$ cat src/rtl/rptr_empty_pkg.sv
// rtl/rptr_empty_pkg.sv - shared FIFO pointer defaults and Gray-to-binary helper
package rptr_empty_pkg;

  localparam int DEFAULT_ADDRSIZE = 4;
  localparam int GRAY_FN_WIDTH    = 32;

  // Prefix-XOR Gray decode; callers zero-extend narrower pointers, which leaves the result unchanged
  function automatic logic [GRAY_FN_WIDTH-1:0] gray2bin_f(input logic [GRAY_FN_WIDTH-1:0] gray);
    logic [GRAY_FN_WIDTH-1:0] bin;
    bin[GRAY_FN_WIDTH-1] = gray[GRAY_FN_WIDTH-1];
    for (int i = GRAY_FN_WIDTH - 2; i >= 0; i--) begin
      bin[i] = bin[i+1] ^ gray[i];
    end
    return bin;
  endfunction

endpackage

$ cat src/rtl/rptr_empty_gray2bin.sv
// rtl/rptr_empty_gray2bin.sv - combinational Gray-to-binary prefix-XOR converter
module gray2bin #(
  parameter int WIDTH = 5
) (
  input  logic [WIDTH-1:0] gray,
  output logic [WIDTH-1:0] bin
);

  // Each binary bit is the XOR of all Gray bits at or above its position
  genvar i;
  generate
    for (i = 0; i < WIDTH; i++) begin : g_bit
      assign bin[i] = ^gray[WIDTH-1:i];
    end
  endgenerate

endmodule

$ cat src/rtl/rptr_empty.sv
// rtl/rptr_empty.sv - async FIFO read pointer, empty/almost-empty and level; optional RPTR_UNDERFLOW_EN
module rptr_empty
  import rptr_empty_pkg::*;
#(
  parameter int ADDRSIZE      = DEFAULT_ADDRSIZE,
  parameter int AEMPTY_THRESH = 2
) (
  input  logic                rclk,
  input  logic                rrst_n,
  input  logic                rinc,
  input  logic [ADDRSIZE:0]   rq2_wptr,
  output logic                rempty,
  output logic                ralmost_empty,
  output logic [ADDRSIZE-1:0] raddr,
  output logic [ADDRSIZE:0]   rptr,
  output logic [ADDRSIZE:0]   rlevel,
  output logic                runderflow
);

  localparam logic [ADDRSIZE:0] THRESH = (ADDRSIZE+1)'(AEMPTY_THRESH);

  logic [ADDRSIZE:0] rbin;
  logic [ADDRSIZE:0] rbinnext;
  logic [ADDRSIZE:0] rgraynext;
  logic [ADDRSIZE:0] wbin;
  logic [ADDRSIZE:0] rlevel_next;
  logic              rempty_next;
  logic              ralmost_empty_next;
  logic              pop;

  gray2bin #(.WIDTH(ADDRSIZE+1)) u_wptr_g2b (
    .gray (rq2_wptr),
    .bin  (wbin)
  );

  // Next pointer, next flags and next level; a pop only happens while not empty
  always_comb begin
    pop                = rinc & ~rempty;
    rbinnext           = rbin + {{ADDRSIZE{1'b0}}, pop};
    rgraynext          = (rbinnext >> 1) ^ rbinnext;
    rlevel_next        = wbin - rbinnext;
    rempty_next        = (rgraynext == rq2_wptr);
    ralmost_empty_next = (rlevel_next <= THRESH) | rempty_next;
  end

  // Pointer, flag and level registers, all cleared to the empty state by reset
  always_ff @(posedge rclk or negedge rrst_n) begin
    if (!rrst_n) begin
      rbin          <= '0;
      rptr          <= '0;
      rempty        <= 1'b1;
      ralmost_empty <= 1'b1;
      rlevel        <= '0;
    end else begin
      rbin          <= rbinnext;
      rptr          <= rgraynext;
      rempty        <= rempty_next;
      ralmost_empty <= ralmost_empty_next;
      rlevel        <= rlevel_next;
    end
  end

  assign raddr = rbin[ADDRSIZE-1:0];

`ifdef RPTR_UNDERFLOW_EN
  // Sticky record of any read attempted against an empty FIFO
  always_ff @(posedge rclk or negedge rrst_n) begin
    if (!rrst_n) begin
      runderflow <= 1'b0;
    end else if (rinc && rempty) begin
      runderflow <= 1'b1;
    end
  end
`else
  assign runderflow = 1'b0;
`endif

endmodule

$ cat config.mk
export PLATFORM = sky130hd
export DESIGN_NAME = rptr_empty
export DESIGN_NICKNAME = d
export VERILOG_FILES = /design/src/rtl/rptr_empty_pkg.sv /design/src/rtl/rptr_empty_gray2bin.sv /design/src/rtl/rptr_empty.sv
export SDC_FILE = /design/constraint.sdc
export NUM_CORES = 1
export LEC_CHECK = 0
export CORE_MARGIN = 2
export CORE_UTILIZATION = 47
export CTS_CLUSTER_DIAMETER = 100
export DETAILED_ROUTE_END_ITERATION = 8
export HOLD_SLACK_MARGIN = 0.08
export PLACE_DENSITY = 0.75
export SLEW_MARGIN = 20
export SYNTH_ARGS = -nofsm -noshare
export SYNTH_HDL_FRONTEND = slang
export SYNTH_HIERARCHICAL = 1
export SYNTH_SLANG_ARGS = --single-unit
$ cat constraint.sdc
create_clock -name rclk -period 3.1 [get_ports rclk]
set_clock_uncertainty 0.05 [all_clocks]
set_input_delay 0.31 -clock rclk [delete_from_list [all_inputs] [get_ports rclk]]
set_output_delay 0.31 -clock rclk [all_outputs]
set_load 0.02 [all_outputs]
==> results of run 1 <==
[cell usage after synthesis]
cell	count
dfrtp_1	14
xor2_1	11
xnor2_1	9
inv_1	7
buf_4	4
ha_1	4
xnor3_1	4
nor2_1	3
dfstp_2	2
nor2b_1	2
nor3_1	2
or3_1	2
a2111oi_0	1
a21o_1	1
and3_1	1
and3b_1	1
conb_1	1
maj3_1	1
mux2i_1	1
nand2_1	1
nand2b_1	1
nand3_1	1
o41ai_1	1
xnor2_2	1
xor2_2	1
[worst register-to-register path, delay by kind of cell, from the launching register on]
family,cells,cell delay [ps]
AOI/OAI and AO/OA,1,80
DFF,1,550
and+or+nand+nor,3,990
adders and majority gates,1,240
xor gates and xnor gates,3,710
[metal layers]
layer	wire (um)	global-route usage	part of all wire
met1	618	0.160	0.40
met2	815	0.273	0.52
met3	76	0.0494	0.049
met4	46	0.0857	0.030
met5	0	0	0
[final timing paths]
| path | from | endpoint | slack, ps | cells after the start |
|---|---|---|---|---|
| min in group rclk | rbin[0]$_DFF_PN0_ | rbin[0]$_DFF_PN0_ | 500 | 1 |
| max reg2reg | rempty$_DFF_PN1_ | ralmost_empty$_DFF_PN1_ | 390 | 8 |
| max | rq2_wptr[3] | ralmost_empty$_DFF_PN1_ | 330 | 11 |
| min reg2reg | rbin[0]$_DFF_PN0_ | rbin[0]$_DFF_PN0_ | 500 | 1 |
| max in group asynchronous | rrst_n | rbin[2]$_DFF_PN0_ | 2200 | 1 |
| min | rrst_n | rbin[3]$_DFF_PN0_ | 370 | 1 |
[layout make-up]
class                   instances  area (um2)
multi-input cells              50         474
flip-flops and latches         16         403
inverters                       7        26.3
repair buffers                 27         260
fillers                       173         688
clock buffers                   4        36.3
well taps                      27        33.8
[logic make-up after synthesis]
logic type,after synthesis
other cells,1
buf+inv,11
simple gates,14
fa+ha+maj,5
xor+xnor,26
mux,1
compound gates,3
flops,16
[stage by stage]
stage               power [mW]  setup WS (ps)
floorplan                 1.08            436
global placement          1.40           53.2
detailed placement        1.41          -13.1
CTS                       1.56            297
global route              1.67           80.7
finish                    1.54            333
[registers in the layout, indices dropped and copies added (netlist names)]
signal	count
rbin	5
rempty	1
rlevel	5
rptr	4
ralmost_empty	1
[cells in the final DEF, fill, tap and decap left out, types with 2 or more instances in the layout]
| cell type | n |
|---|---|
| xnor3_1 | 4 |
| ha_1 | 4 |
| nor2b_1 | 2 |
| inv_1 | 7 |
| xor2_1 | 11 |
| nor2_1 | 3 |
| buf_4 | 4 |
| dfstp_2 | 2 |
| clkdlybuf4s50_1 | 23 |
| dfrtp_1 | 14 |
| or3_1 | 2 |
| nor3_1 | 2 |
| clkbuf_4 | 3 |
| xnor2_1 | 9 |
[report_power, final]
group | internal (mW) | switching, mW | leakage, nW
sequential | 0.331 | 0.0701 | 0.185
combinational | 0.512 | 0.493 | 0.364
clock | 0.0717 | 0.0656 | 0.0210
total | 0.915 | 0.629 | 0.570
==> results.yml, run 1 <==
outcome:
  status: "complete, no violations"
synth:
  synth_largest_area_cell: "dfrtp_1"
  syn_avg_cell_area_um2: 12.1
  yosysWarningCount: 6
  yosys.area_share.simple: 0.0819
  muxShareOfSynthArea: 0.0107
  synth_top_family_by_area: "XOR/XNOR gates"
  synthDistinctLibCells: 25
  synth_nets: 89
  syn-cell-area_um2: 932
  synth_top_area_frac: 0.376
  synth_area_leaders: "dfrtp_1 (38%), xor2_1 (10%), xnor3_1 (9.7%)"
  synthAdderAreaFrac: 0.0644
  synthXorXnorAreaFrac: 0.319
  synth_compound_area_frac: 0.0268
  synth_seq_area_share: 0.432
  ys_seq_elements: 16
  syn_inst: 77
setup_path:
  critPathArrivalTime_ps: 2910
  crit_path_start_kind: "primary input"
  slowest_delay_ps: 530
  end_kind: "register"
  cp_top_family: "XOR/XNOR gates"
  crit_slowest_cell: "clkdlybuf4s50_1"
  cp.buffers_inverters: 3
  cp_cell_sequence: "clkdlybuf4s50_1 -> xor2_2 -> xnor3_1 -> inv_1 -> ha_1 -> inv_1 -> ha_1 -> a2111oi_1 -> nor3_1 -> xor2_1 -> o41ai_1"
  worstPathMaxFanout: 3
  required_ps: 3240
  critPathKind: "primary input to register"
place:
  post_dp_cell_area_um2: 1200
  placed_cells: 127
  gp_congestion: 0.785
  port_buffers: 23
  dp_hpwl_um: 1290
cells_and_area:
  drive_gt1_frac: 0.115
  post-route-util: 0.642
  syn_to_final_growth_pct: 32.3
  fin_cells: 131
  final_area_um2: 1230
  final_nets: 117
  n_antenna_cell: 0
power:
  power_density_nw_per_um2: 1250
  p_leak_nw: 0.570
  irDropWorstVdd_mv: 0.719
timing:
  rsz0062_at_grt: "false"
  fin_crit_sh: 0.892
  min_period_ps: 2770
  finalMaxSlewViolations: 0
  final_hold_viol_count: 0
  tightestPinTransition_ps: 672
  setup-violations-final: 0
  worst_hold_slack_ps: 366
  slew_headroom: 0.551
  max_freq_mhz: 361
  finalSetupTns_ps: 0
clock_tree:
  clkLatencyLatePin_ps: 300
  cts.htree.levels: 1
  path_clk_slew_ps: 90
  cts_tree: "yes"
  cts_setup_buffers: 0
  numCtsBuffers: 3
  holdBufCountCts: 0
  cts_sinks: 16
  cts-resized-gates: 0
  cts_root_buf: "clkbuf_4"
  cts_buffer_depth: 2
floorplanning:
  dieArea_um2: 2360
  io_pins: 25
  std_cell_rows: 16
  initial_core_util: 0.485
  coreArea_um2: 1920
  die-width_um: 48.5
  die_h_um: 48.5
run:
  drv_cap: 0
global_routing:
  grt_first_pass_wirelength_um: 2630
  overflow: 0
  grt_pass1_vias: 610
  grt_max_degree: 17
  antenna_found_initial: 0
  track_usage: 0.154
route:
  totalWireLength_um: 1560
  wl_per_cell_um: 11.9
  vias_per_cell: 4.67
  antenna_left: 0
  vias: 612
  drt-pass1-iter-count: 3
  drt_iter0_markers: 3
  drc: 0
worst_hold_path:
  hp-class: "primary input to async pin"
(Power assumes the default switching activity.)
==> run 2: changes to the inputs <==
==> constraint.sdc (replaced) <==
create_clock -name rclk -period 3.1 [get_ports rclk]
set_clock_uncertainty 0.05 [all_clocks]
set_input_delay 0.31 -clock rclk [delete_from_list [all_inputs] [get_ports rclk]]
set_output_delay 0.31 -clock rclk [all_outputs]
set_load 0.05 [all_outputs]
==> results of run 2 <==
Same layout as run 1 (identical final DEF). Status: complete, no violations.
Power of run 2 is left out: the tool's default activity adds up to more than one toggle a clock period on the data nets, which glitch-free logic cannot reach.
